**config.mk**
```make
export PLATFORM = sky130hd
export DESIGN_NAME = fp_add_normalize_flat
export DESIGN_NICKNAME = d
export VERILOG_FILES = /design/src/rtl/fp_pkg.sv /design/src/rtl/fp_add_normalize_if.sv /design/src/rtl/fp_round_rne.sv /design/src/rtl/fp_add_normalize.sv /design/src/flat_wrapper.sv
export SDC_FILE = /design/constraint.sdc
export NUM_CORES = 1
export LEC_CHECK = 0
export ABC_AREA = 1
export CORE_ASPECT_RATIO = 1.1
export CORE_UTILIZATION = 45
export CTS_CLUSTER_DIAMETER = 50
export DETAILED_ROUTE_END_ITERATION = 8
export PLACE_DENSITY = 0.74
export SLEW_MARGIN = 10
export SYNTH_ARGS = -nofsm -noshare
export SYNTH_HDL_FRONTEND = slang
export SYNTH_SLANG_ARGS = --single-unit
export TNS_END_PERCENT = 100
```
**constraint.sdc**
```tcl
create_clock -name clk -period 4.7 [get_ports clk]
set_clock_uncertainty 0.15 [all_clocks]
set_input_delay 0.47 -clock clk [delete_from_list [all_inputs] [get_ports clk]]
set_output_delay 0.47 -clock clk [all_outputs]
set_load 0.02 [all_outputs]
```
**src/rtl/fp_pkg.sv**
```systemverilog
// Shared constants, state encoding and result helpers for the single-precision
// adder back end (add/subtract, normalize, round, pack).
package fp_pkg;

  localparam int EXP_W   = 8;
  localparam int FRAC_W  = 23;
  localparam int GRS_W   = 3;
  // Bit MANT_W-1 is carry headroom, bit MANT_W-2 is the hidden one.
  localparam int MANT_W  = FRAC_W + GRS_W + 2;
  localparam int BIAS    = 127;
  localparam int EXP_MAX = 255;

  // FSM encoding kept as plain constants so older blocks can share it.
  typedef logic [2:0] state_t;
  localparam state_t S_IDLE  = 3'd0;
  localparam state_t S_ADD   = 3'd1;
  localparam state_t S_NORM  = 3'd2;
  localparam state_t S_ROUND = 3'd3;
  localparam state_t S_DONE  = 3'd4;

  localparam logic [31:0] RES_ZERO = 32'h0000_0000;

  // Signed infinity in packed form.
  function automatic logic [31:0] res_inf(input logic sign);
    return {sign, 8'hFF, 23'h0};
  endfunction

endpackage

```
**src/rtl/fp_add_normalize_if.sv**
```systemverilog
// Operand/result handshake bundle between the sign stage, this block and the
// result consumer.
interface fp_add_normalize_if;
  import fp_pkg::*;

  logic              in_valid;
  logic              in_ready;
  logic [MANT_W-1:0] aa;
  logic [MANT_W-1:0] bb;
  logic              as_op;
  logic              so_in;
  logic [EXP_W-1:0]  exp_in;
  logic              out_valid;
  logic              out_ready;
  logic [31:0]       result;

  // Producer/consumer side (drives operands, accepts results).
  modport master (
    output in_valid, aa, bb, as_op, so_in, exp_in, out_ready,
    input  in_ready, out_valid, result
  );

  // Adder side.
  modport slave (
    input  in_valid, aa, bb, as_op, so_in, exp_in, out_ready,
    output in_ready, out_valid, result
  );

endinterface

```
**src/rtl/fp_round_rne.sv**
```systemverilog
// Round-to-nearest-even on a normalized magnitude, with renormalization when
// the increment carries into the headroom bit and an overflow flag.
module fp_round_rne
  import fp_pkg::*;
(
  input  logic [MANT_W-1:0] mag_in,
  input  logic [EXP_W:0]    exp_in,
  output logic [MANT_W-1:0] mag_out,
  output logic [EXP_W:0]    exp_out,
  output logic              ovf
);

  logic              round_up;
  logic [MANT_W-1:0] sum;

  // Increment at the LSB when above half, or exactly half with an odd LSB.
  always_comb begin
    round_up = mag_in[GRS_W-1] & (mag_in[GRS_W-2] | mag_in[GRS_W-3] | mag_in[GRS_W]);
    sum      = mag_in + {{(MANT_W-GRS_W-1){1'b0}}, round_up, {GRS_W{1'b0}}};
    if (sum[MANT_W-1]) begin
      mag_out = sum >> 1;
      exp_out = exp_in + 1'b1;
    end else begin
      mag_out = sum;
      exp_out = exp_in;
    end
    ovf = (exp_out >= (EXP_W+1)'(EXP_MAX));
  end

endmodule

```
**src/rtl/fp_add_normalize.sv**
```systemverilog
// Adds or subtracts aligned mantissas, normalizes one left shift per cycle,
// rounds to nearest even and packs a single-precision result.
module fp_add_normalize
  import fp_pkg::*;
(
  input  logic                clk,
  input  logic                rst,
  fp_add_normalize_if.slave   bus
);

  state_t            state_reg;
  logic [MANT_W-1:0] aa_reg;
  logic [MANT_W-1:0] bb_reg;
  logic              as_op_reg;
  logic              so_reg;
  logic [MANT_W-1:0] mag_reg;
  logic [EXP_W:0]    exp_reg;   // one spare bit so the overflow test cannot wrap
  logic              sign_reg;
  logic [31:0]       result_reg;

  logic [MANT_W:0]   diff;
  logic              borrow;
  logic [MANT_W-1:0] abs_diff;
  logic [MANT_W-1:0] sum;
  logic [MANT_W-1:0] rnd_mag;
  logic [EXP_W:0]    rnd_exp;
  logic              rnd_ovf;

  // Add path and magnitude of the subtract; the borrow gives the result sign.
  always_comb begin
    sum      = aa_reg + bb_reg;
    diff     = {1'b0, aa_reg} - {1'b0, bb_reg};
    borrow   = diff[MANT_W];
    abs_diff = borrow ? (bb_reg - aa_reg) : diff[MANT_W-1:0];
  end

  fp_round_rne u_round (
    .mag_in  (mag_reg),
    .exp_in  (exp_reg),
    .mag_out (rnd_mag),
    .exp_out (rnd_exp),
    .ovf     (rnd_ovf)
  );

  assign bus.in_ready  = (state_reg == S_IDLE);
  assign bus.out_valid = (state_reg == S_DONE);
  assign bus.result    = result_reg;

  // Control FSM and datapath registers; reset abandons any operation in flight.
  always_ff @(posedge clk or posedge rst) begin
    if (rst) begin
      state_reg  <= S_IDLE;
      aa_reg     <= '0;
      bb_reg     <= '0;
      as_op_reg  <= 1'b0;
      so_reg     <= 1'b0;
      mag_reg    <= '0;
      exp_reg    <= '0;
      sign_reg   <= 1'b0;
      result_reg <= RES_ZERO;
    end else begin
      case (state_reg)
        S_IDLE: begin
          if (bus.in_valid) begin
            aa_reg    <= bus.aa;
            bb_reg    <= bus.bb;
            as_op_reg <= bus.as_op;
            so_reg    <= bus.so_in;
            exp_reg   <= {1'b0, bus.exp_in};
            state_reg <= S_ADD;
          end
        end
        S_ADD: begin
          if (as_op_reg) begin
            mag_reg  <= abs_diff;
            sign_reg <= borrow;
          end else begin
            mag_reg  <= sum;
            sign_reg <= so_reg;
          end
          state_reg <= S_NORM;
        end
        S_NORM: begin
          if (mag_reg == '0) begin
            result_reg <= RES_ZERO;
            state_reg  <= S_DONE;
          end else if (mag_reg[MANT_W-1]) begin
            // Keep the dropped bit alive in the sticky position.
            mag_reg   <= {1'b0, mag_reg[MANT_W-1:2], mag_reg[1] | mag_reg[0]};
            exp_reg   <= exp_reg + 1'b1;
            state_reg <= S_ROUND;
          end else if (mag_reg[MANT_W-2]) begin
            state_reg <= S_ROUND;
          end else if (exp_reg == (EXP_W+1)'(1)) begin
            // Subnormals are not produced; flush to signed zero.
            result_reg <= {sign_reg, 31'h0};
            state_reg  <= S_DONE;
          end else begin
            mag_reg <= mag_reg << 1;
            exp_reg <= exp_reg - 1'b1;
          end
        end
        S_ROUND: begin
          mag_reg <= rnd_mag;
          exp_reg <= rnd_exp;
          if (rnd_ovf) begin
            result_reg <= res_inf(sign_reg);
          end else begin
            result_reg <= {sign_reg, rnd_exp[EXP_W-1:0], rnd_mag[MANT_W-3:GRS_W]};
          end
          state_reg <= S_DONE;
        end
        S_DONE: begin
          if (bus.out_ready) begin
            state_reg <= S_IDLE;
          end
        end
        default: state_reg <= S_IDLE;
      endcase
    end
  end

endmodule

```
**src/flat_wrapper.sv**
```systemverilog
// flat-port wrapper written by rule: the top's interface ports become plain ports
module fp_add_normalize_flat import fp_pkg::*;
  (clk, rst, bus_in_valid, bus_aa, bus_bb, bus_as_op, bus_so_in, bus_exp_in, bus_out_ready, bus_in_ready, bus_out_valid, bus_result);
  fp_add_normalize_if bus_i ();
  input  logic clk;
  input  logic rst;
  input wire logic [$bits(bus_i.in_valid)-1:0] bus_in_valid;
  input wire logic [$bits(bus_i.aa)-1:0] bus_aa;
  input wire logic [$bits(bus_i.bb)-1:0] bus_bb;
  input wire logic [$bits(bus_i.as_op)-1:0] bus_as_op;
  input wire logic [$bits(bus_i.so_in)-1:0] bus_so_in;
  input wire logic [$bits(bus_i.exp_in)-1:0] bus_exp_in;
  input wire logic [$bits(bus_i.out_ready)-1:0] bus_out_ready;
  output wire logic [$bits(bus_i.in_ready)-1:0] bus_in_ready;
  output wire logic [$bits(bus_i.out_valid)-1:0] bus_out_valid;
  output wire logic [$bits(bus_i.result)-1:0] bus_result;
  assign bus_i.in_valid = bus_in_valid;
  assign bus_i.aa = bus_aa;
  assign bus_i.bb = bus_bb;
  assign bus_i.as_op = bus_as_op;
  assign bus_i.so_in = bus_so_in;
  assign bus_i.exp_in = bus_exp_in;
  assign bus_i.out_ready = bus_out_ready;
  assign bus_in_ready = bus_i.in_ready;
  assign bus_out_valid = bus_i.out_valid;
  assign bus_result = bus_i.result;
  fp_add_normalize u_core (.clk(clk), .rst(rst), .bus(bus_i));
endmodule
```
Word level (Yosys, flattened, before mapping). Index checks and enable logic that the tools add are counted.

$add $sub $neg: 6. Order comparisons: 1. Equality and inequality tests: 14. Mux-type cells: 29. Bitwise operators: 3. Reductions and logical operators: 11.

Operators with widths (number): $mux W28 (5); $mux W32 (4); $pmux W28 S3 (1); $pmux W32 S2 (1); $mux W27 (2); $mux W9 (6); $mux W31 (1); $sub A28 B28 Y29 (1); $add A28 B28 Y28 (1); $add A28 B4 Y28 (1); $logic_not A28 Y1 (1); $sub A28 B28 Y28 (1); $pmux W9 S3 (1); $mux W3 (6); $pmux W3 S5 (1); $add A9 B1 Y9 const B (1); $eq A9 B1 Y1 const B (1); $ge A9 B8 Y1 const B (1); $sub A9 B1 Y9 const B (1); $reduce_and A4 Y1 (2); $eq A3 B2 Y1 const B (2); $ne A2 B2 Y1 const B (3); $ne A3 B2 Y1 const B (2); $ne A3 B3 Y1 const B (2); other kinds (13) (16).

Bits in registers: 131. Bits of input ports: 70. Output and inout bits: 34. Logic and storage cells: 74.

Longest topological paths before layout. Gate-level depths: netlist of run 1.

Depth after elaboration: 8. Depth in mapped cells: 20.

Cells and area by module. Synthesis of run 1 repeated with hierarchy kept, for this count alone.

Cell total of the unflattened synthesis: 2300. Area, all modules: 14034.7 um2.

By module, submodules not included: fp_add_normalize (instances 1, cells each 2064, area each 12792.3 um2, seq. area each 3278.1 um2); fp_round_rne (instances 1, cells each 236, area each 1242.4 um2, seq. area each 0.0 um2).

Worst setup path after synthesis of run 1. No wires, ideal clock.

Kind: flip-flop to flip-flop. Start point: register u_core.bb_reg[0]. End point: register u_core.mag_reg[26]. Arrival: 2.160 ns. Data required time: 4.431 ns. Setup slack: 2.271 ns. Stages on the path, launching flop included: 18. Buffers on the path: 1. Clock period less this slack: 2.429 ns. Cells stage by stage: dfrtp_1 > ha_1 > fa_1 > inv_1 > nand3_1 > nand3_1 > nand2_1 > nand3_1 > nand2_1 > inv_1 > nor2_4 > buf_2 > nand3_1 > nand3_1 > nand2_1 > nand2_1 > nand3_1 > nand2_1.

Word-level cells in the longest chain between the ends: 4. Elaborated cells between the ends (all ways): 6. Classes of those cells: add/sub (3); mux (3).

Ends and longest elaborated chain: start: declaration (RTL line fp_add_normalize.sv:13) `logic [MANT_W-1:0] bb_reg;`; start signal: assignment (RTL line fp_add_normalize.sv:66) `bb_reg <= bus.bb;`; $sub A28 B28 Y29 / $sub A28 B28 Y28 (equally long branches) (RTL line fp_add_normalize.sv:32, fp_add_normalize.sv:34); $mux W28 (RTL line fp_add_normalize.sv:34) `abs_diff = borrow ? (bb_reg - aa_reg) : diff[MANT_W-1:0];`; $mux W28 (*) (RTL line fp_add_normalize.sv:74) `if (as_op_reg) begin`; $pmux W28 S3 (*) (RTL line fp_add_normalize.sv:62) `case (state_reg)`; end signal: assignment (RTL line fp_add_normalize.sv:75) `mag_reg <= abs_diff;`; end signal: assignment (RTL line fp_add_normalize.sv:78) `mag_reg <= sum;`; end signal: assignment (RTL line fp_add_normalize.sv:89) `mag_reg <= {1'b0, mag_reg[MANT_W-1:2], mag_reg[1] | mag_reg[0]};`; end: declaration (RTL line fp_add_normalize.sv:16) `logic [MANT_W-1:0] mag_reg;`.

Every way passes the cells marked *; elsewhere a longest branch is shown, timed or not. A chain may end at the register's enable or synchronous reset.

Worst setup path in the final report of run 1.
Start point: register u_core.state_reg[2]. End point: register u_core.state_reg[0].

Word-level cells in the longest chain between the ends: 3. Elaborated cells between the ends (all ways): 10. Classes of those cells: eq/ne (7); mux (1); reduce/logical (2).

Ends and longest elaborated chain: start: declaration (RTL line fp_add_normalize.sv:11) `state_t state_reg;`; start signal: assignment (RTL line fp_add_normalize.sv:52) `state_reg <= S_IDLE;`; start signal: assignment (RTL line fp_add_normalize.sv:70) `state_reg <= S_ADD;`; start signal: assignment (RTL line fp_add_normalize.sv:81) `state_reg <= S_NORM;`; $eq A3 B2 Y1, or another cell as far along (RTL line fp_add_normalize.sv:62); $ne A5 B1 Y1 (no source line) / $ne A2 B2 Y1 (equally long branches); $reduce_and A3 Y1 (no source line).

Parallel ways exist; a longest one is shown, timed or not.

==> impl_metrics.csv, run 1 <==
group,metric,value,unit
run_status,status,"finished with violations",
run_status,violations,"DRC",
setup_path,slowest_stage,"nand2_1",
setup_path,path_buf_inv,2,
floorplanning,dieArea,30400,µm²
placement,gp_congestion,1.07,
synthesis,synth_fp_nets,2371,
global_routing,grt_antenna_before_repair,0,
synthesis,synthCells,2212,
global_routing,grt_usage,30.9,%
route,firstDrtPassIters,8,
timing,drv_slew,0,
timing,hold_viol_final,0,
route,vias,14299,
timing,rsz0062_at_grt,"false",
timing,fmax,284,MHz
setup_path,required,4870,ps
synthesis,yosys_warnings,0,
synthesis,synth_area,13400,µm²
clock_network,clkSinkCount,131,
clock_network,cts_buffers,17,
timing,setup_viol,0,
setup_path,cp.depth,9,
route,drt_wl_total,46700,µm
global_routing,grt_pass1_vias,13681,
placement,io_buffers,103,
synthesis,synthArstFlopShare,100,%
setup_path,crit_chain,"nor2_2, inv_2, nor2_4, inv_2, nor2_1, nand2_1, or2_1, o311ai_0, nor2_1",
timing,tightest_slew,1050,ps
clock_network,clkTransAtPathRegs,60,ps
setup_path,path_delay_family,"simple AND/OR/NAND/NOR gates",
clock_network,cts_tree,"yes",
setup_path,crit_path_end_kind,"flop",
route,post_drt_wl_per_cell,17.6,µm
clock_network,cts-root-buf,"clkbuf_16",
timing,tns,0,ps
clock_network,cts.repair.resized,0,
floorplanning,initial_utilization,46.2,%
global_routing,overflow,0,
timing,timing.final.crit_share,75.0,%
cells_and_area,drive_gt1_share,4.17,%
synthesis,synth-seq-cells,131,
synthesis,synth_cell_type_count,53,
hold_path,hold_path.class,"flop to flop",
setup_path,reg2reg_from,"u_core.state_reg[2]",
setup_path,cpPeakStageDelay,620,ps
setup_path,r2r-end,"u_core.state_reg[0]",
cells_and_area,fin_nets,2426,
global_routing,grt_max_degree,93,
synthesis,synthFlopType,"dfrtp_1",
setup_path,worstPathArrival,3700,ps
timing,slew_headroom,30.1,%
clock_network,htree_levels,4,
route,route.detailed.drc,9,
route,drtAntennaViolNets,0,
route,drt_iter0_drc,1439,
cells_and_area,largest_reg_flops,32,
clock_network,clk_latency,440,ps
setup_path,critPathMaxFanout,36,
clock_network,cts_setup_buffers,0,
global_routing,grt_first_pass_wirelength,73600,µm
setup_path,reg2reg_slack,1170,ps
synthesis,synth-edff-count,0,
floorplanning,fp.coreArea,29000,µm²
setup_path,endpoint,"u_core.state_reg[0]",
synthesis,synth_seq_area_share,24.5,%
clock_network,cts.path.max_buffers,2,
setup_path,critical_path_class,"flop to flop",
floorplanning,num_rows,65,
synthesis,avgSynthCellArea,6.05,µm²
clock_network,ctsHoldBuffers,0,
floorplanning,die_w,166,µm
setup_path,startpoint,"u_core.state_reg[2]",
placement,place_hpwl,36900,µm
setup_path,rr_worst_depth,9,
flow_run,drv_cap,0,
floorplanning,die_h,183,µm
cells_and_area,n_antenna_cell,0,
setup_path,start_kind,"flop",
timing,period_needed,3530,ps
hold_path,hold_depth,2,
route,vias_per_cell,5.40,
floorplanning,ioPinCount,104,
cells_and_area,area_delta_synth_final,13.1,%
## final cells by class
class	count	area [µm²]
Fill cell	2995	13800
Clock buffer	19	453
Timing Repair Buffer	109	1090
Sequential cell	131	3280
Clock inverter	13	100
Inverter	351	1320
Multi-Input combinational cell	1657	8440
Tap cell	368	460
## metrics by stage
| stage | setup WS [ps] | utilization, % | hold slack (ps) | cell area (µm²) | cells |
|---|---|---|---|---|---|
| 5_1_grt | 969 | 52.3 | 350 | 15100 | 2648 |
| 3_5_place_dp | 1090 | 50.4 | 319 | 14600 | 2616 |
| 4_1_cts | 1080 | 52.3 | 336 | 15100 | 2648 |
| 6_report | 1170 | 52.3 | 331 | 15100 | 2648 |
| 2_1_floorplan | 582 | - | 321 | 13400 | 2212 |
| 3_3_place_gp | 1200 | 50.4 | 316 | 14600 | 2616 |
## per-layer routing
layer | share of wire [%] | global-route usage [%] | wire (µm) | up-vias
met5 | 0 | 0 | 0 | -
met2 | 48 | 54.0 | 22500 | 612
met4 | 5.6 | 17.4 | 2600 | 0
met1 | 40 | 37.0 | 18700 | 6530
met3 | 6.2 | 3.69 | 2880 | 149
li1 | - | - | - | 7008
## worst reg2reg max path: stages (launching register included)
cell      delay [ps]
dfrtp_1          450
nor2_2           330
inv_2            360
nor2_4           370
inv_2            110
nor2_1           370
nand2_1          620
or2_1            470
o311ai_0         100
nor2_1            80
## how the worst min path moves through the flow
stage	slack [ps]	from	to
floorplan	320	u_core.mag_reg[0]	u_core.mag_reg[0]
global route	350	u_core.bus.result[23]	u_core.bus.result[23]
global placement	320	u_core.bus.result[27]	u_core.bus.result[27]
CTS	340	u_core.bus.result[26]	u_core.bus.result[26]
finish	330	u_core.bus.result[24]	u_core.bus.result[24]
detailed placement	320	u_core.bus.result[26]	u_core.bus.result[26]
## placed cells by master, fill, tap and decap left out, types with 4 or more instances in the layout
| cell type | n |
|---|---|
| ha_1 | 86 |
| a21boi_1 | 16 |
| nand3b_1 | 8 |
| nor2_2 | 6 |
| a22oi_1 | 4 |
| nand2_1 | 741 |
| clkdlybuf4s50_1 | 103 |
| nand2_2 | 11 |
| o21ai_0 | 62 |
| inv_2 | 11 |
| clkbuf_16 | 17 |
| nand2_4 | 5 |
| o21ai_1 | 4 |
| nand3_2 | 6 |
| nor2_4 | 6 |
| nor3_1 | 29 |
| nand3_1 | 112 |
| a21oi_1 | 157 |
| o2bb2ai_1 | 4 |
| inv_6 | 4 |
| xor2_1 | 63 |
| clkinv_4 | 4 |
| o22ai_1 | 32 |
| inv_1 | 337 |
| dfrtp_1 | 131 |
| nor2_1 | 225 |
| o211ai_1 | 5 |
| o21bai_1 | 5 |
| nand4_1 | 34 |
| buf_4 | 5 |
## cell usage after synthesis (3+ instances only)
cell       number  area share [%]
nand3_2         6            0.45
o22ai_1        32             1.5
nand4_1        34             1.6
nor2_2          6            0.28
nor3_1         29             1.1
fa_1            3            0.45
o21ai_0        62             2.3
o2bb2ai_1       4            0.26
o21bai_1        5            0.28
nand2_4         4            0.34
dfrtp_1       131              24
or2_2           3            0.14
o211ai_1        5            0.28
xor2_1         63             4.1
nand3_1       112             4.2
nor2_4          6            0.50
inv_2          11            0.31
nand2_1       742              21
ha_1           86             8.0
nor2_1        225             6.3
a31oi_1         3            0.14
a21boi_1       16            0.90
a21oi_1       157             5.9
a22oi_1         4            0.22
inv_1         338             9.5
buf_4           3            0.17
buf_2          39             1.5
o21ai_1         4            0.15
o21a_1          3            0.17
nand3b_1        8            0.45
clkbuf_1       26            0.73
nand2_2        11            0.51
## cell families (layout without fill, tap and decap cells)
| group | Yosys count | count (layout) | share of synthesized area (%) |
|---|---|---|---|
| simple gates | 1195 | 1195 | 37.3 |
| flops | 131 | 131 | 24.5 |
| fa+ha+maj | 89 | 89 | 8.49 |
| buf+inv | 424 | 492 | 12.5 |
| xor+xnor | 65 | 65 | 4.25 |
| mux | 2 | 2 | 0.168 |
| compound gates | 306 | 306 | 12.8 |
Power of run 1 is left out: the tool's default activity adds up to more than one toggle a clock period on the data nets, which glitch-free logic cannot reach.
==> run 2: changes to the inputs <==
==> constraint.sdc (replaced) <==
create_clock -name clk -period 3.7 [get_ports clk]
set_clock_uncertainty 0.15 [all_clocks]
set_input_delay 0.37 -clock clk [delete_from_list [all_inputs] [get_ports clk]]
set_output_delay 0.37 -clock clk [all_outputs]
set_load 0.02 [all_outputs]
==> run 2 against run 1 <==
Effect of this change: the flow still finishes with violations (DRC); largest cell class unchanged; sequential share of layout area down 0.21 points; via count down 0.47%; maximum frequency is 2.1% higher; cell area increased by 0.98%; final cell count rose by 0.64%; sequential cell count unchanged; global-route usage is 2.4 points higher; worst setup slack got worse by 930 ps.
==> impl_metrics.csv, run 2 (synthesized netlist as in run 1, its figures left out) <==
group,metric,value,unit
cells_and_area,largest_reg_flops,32,
floorplanning,dieArea,30400,µm²
global_routing,grt_antenna_before_repair,0,
setup_path,start_kind,"flop",
clock_network,htree_levels,4,
timing,rsz0062_at_grt,"false",
clock_network,cts-root-buf,"clkbuf_16",
route,drt_wl_total,49800,µm
global_routing,grt_max_degree,132,
route,drt_iter0_drc,1091,
setup_path,crit_path_end_kind,"flop",
global_routing,grt_first_pass_wirelength,76800,µm
route,vias,14232,
cells_and_area,n_antenna_cell,0,
setup_path,crit_chain,"inv_1, ha_1, nand2_1, inv_1, nand2_1, nand2_1, inv_1, nand3_1, nand2_1, inv_1, nor2_4, nand2_1, a21oi_1, o21ai_0, a21boi_1",
clock_network,cts_setup_buffers,0,
setup_path,required,3920,ps
timing,fmax,289,MHz
timing,timing.final.crit_share,93.4,%
setup_path,critical_path_class,"flop to flop",
clock_network,ctsHoldBuffers,0,
global_routing,grtUsageMet2,60.2,%
setup_path,slowest_stage,"nor2_4",
timing,hold_viol_final,0,
route,vias_per_cell,5.34,
global_routing,grt_use_met3,4.73,%
placement,place_hpwl,40100,µm
route,drtAntennaViolNets,0,
cells_and_area,fin_nets,2443,
global_routing,use_met1,38.5,%
hold_path,hold_path.class,"input pin to async pin",
placement,io_buffers,103,
global_routing,grt_pass1_vias,13780,
setup_path,cpPeakStageDelay,640,ps
route,route.detailed.drc,9,
floorplanning,die_h,183,µm
clock_network,clk_latency,460,ps
cells_and_area,drive_gt1_share,4.83,%
route,firstDrtPassIters,9,
setup_path,r2r-end,"u_core.mag_reg[7]",
clock_network,cts.path.max_buffers,2,
setup_path,path_delay_family,"simple AND/OR/NAND/NOR gates",
floorplanning,fp.coreArea,29000,µm²
route,post_drt_wl_per_cell,18.7,µm
cells_and_area,final_common_cell,"nand2_1",
setup_path,critPathMaxFanout,27,
setup_path,crit_path_frequent_cell,"nand2_1",
cells_and_area,mostFrequentLayoutCells,"nand2_1 (741), inv_1 (337), nor2_1 (225)",
timing,period_needed,3450,ps
floorplanning,die_w,166,µm
setup_path,reg2reg_from,"u_core.bb_reg[10]",
clock_network,cts_buffers,17,
clock_network,clkTransAtPathRegs,70,ps
floorplanning,ioPinCount,104,
global_routing,busiest_layer,"met2",
floorplanning,num_rows,65,
setup_path,path_buf_inv,4,
global_routing,overflow,0,
run_status,violations,"DRC",
setup_path,reg2reg_slack,250,ps
timing,setup_viol,0,
timing,tns,0,ps
timing,slew_headroom,31.1,%
timing,tightest_slew,1030,ps
clock_network,cts.repair.resized,0,
setup_path,worstPathArrival,3680,ps
setup_path,rr_worst_depth,15,
cells_and_area,area_delta_synth_final,14.2,%
flow_run,drv_cap,0,
clock_network,clkSinkCount,131,
placement,placed_cell_area,14700,µm²
cells_and_area,design_area,15300,µm²
setup_path,startpoint,"u_core.bb_reg[10]",
timing,drv_slew,0,
placement,gp_congestion,1.00,
global_routing,grt_usage,33.4,%
run_status,status,"finished with violations",
clock_network,cts_tree,"yes",
floorplanning,initial_utilization,46.2,%
## run 2: layout make-up
class                   count  area [µm²]
fillers                  3029       13700
flip-flops and latches    131        3280
inverters                 351        1320
clock buffers              19         443
repair buffers            126        1230
clock inverters            13         124
multi-input cells        1657        8440
well taps                 368         460
## run 2: worst max path at each step
stage	end	slack, ps	cells after the start
floorplan	u_core.mag_reg[26]	1270	17
global placement	u_core.mag_reg[7]	350	13
detailed placement	u_core.mag_reg[7]	320	15
CTS	u_core.mag_reg[7]	290	15
global route	u_core.mag_reg[7]	30	15
finish	u_core.mag_reg[7]	250	15
## run 2: metal layers
metal / vias to the layer above / part of all wire [%]
li1: 7038 / -
met1: 6596 / 41
met2: 475 / 49
met3: 123 / 5.0
met4: 0 / 5.0
met5: - / 0
## run 2: per-stage QoR
| step | worst slack [ps] | hold slack (ps) | instances | util (%) |
|---|---|---|---|---|
| floorplan | 1270 | 321 | 2212 | - |
| global placement | 352 | 314 | 2633 | 50.9 |
| detailed placement | 319 | 315 | 2633 | 50.9 |
| CTS | 290 | 319 | 2665 | 52.8 |
| global route | 29.7 | 341 | 2665 | 52.8 |
| finish | 246 | 260 | 2665 | 52.8 |
## run 2: worst reg2reg max path, stage by stage, from the launching register on
cell and delay, ps:
dfrtp_1 370, inv_1 70, ha_1 480, nand2_1 210, inv_1 90, nand2_1 80, nand2_1 90, inv_1 60
nand3_1 180, nand2_1 150, inv_1 80, nor2_4 640, nand2_1 130, a21oi_1 250, o21ai_0 190, a21boi_1 170
Power of run 2 is left out for the same reason.
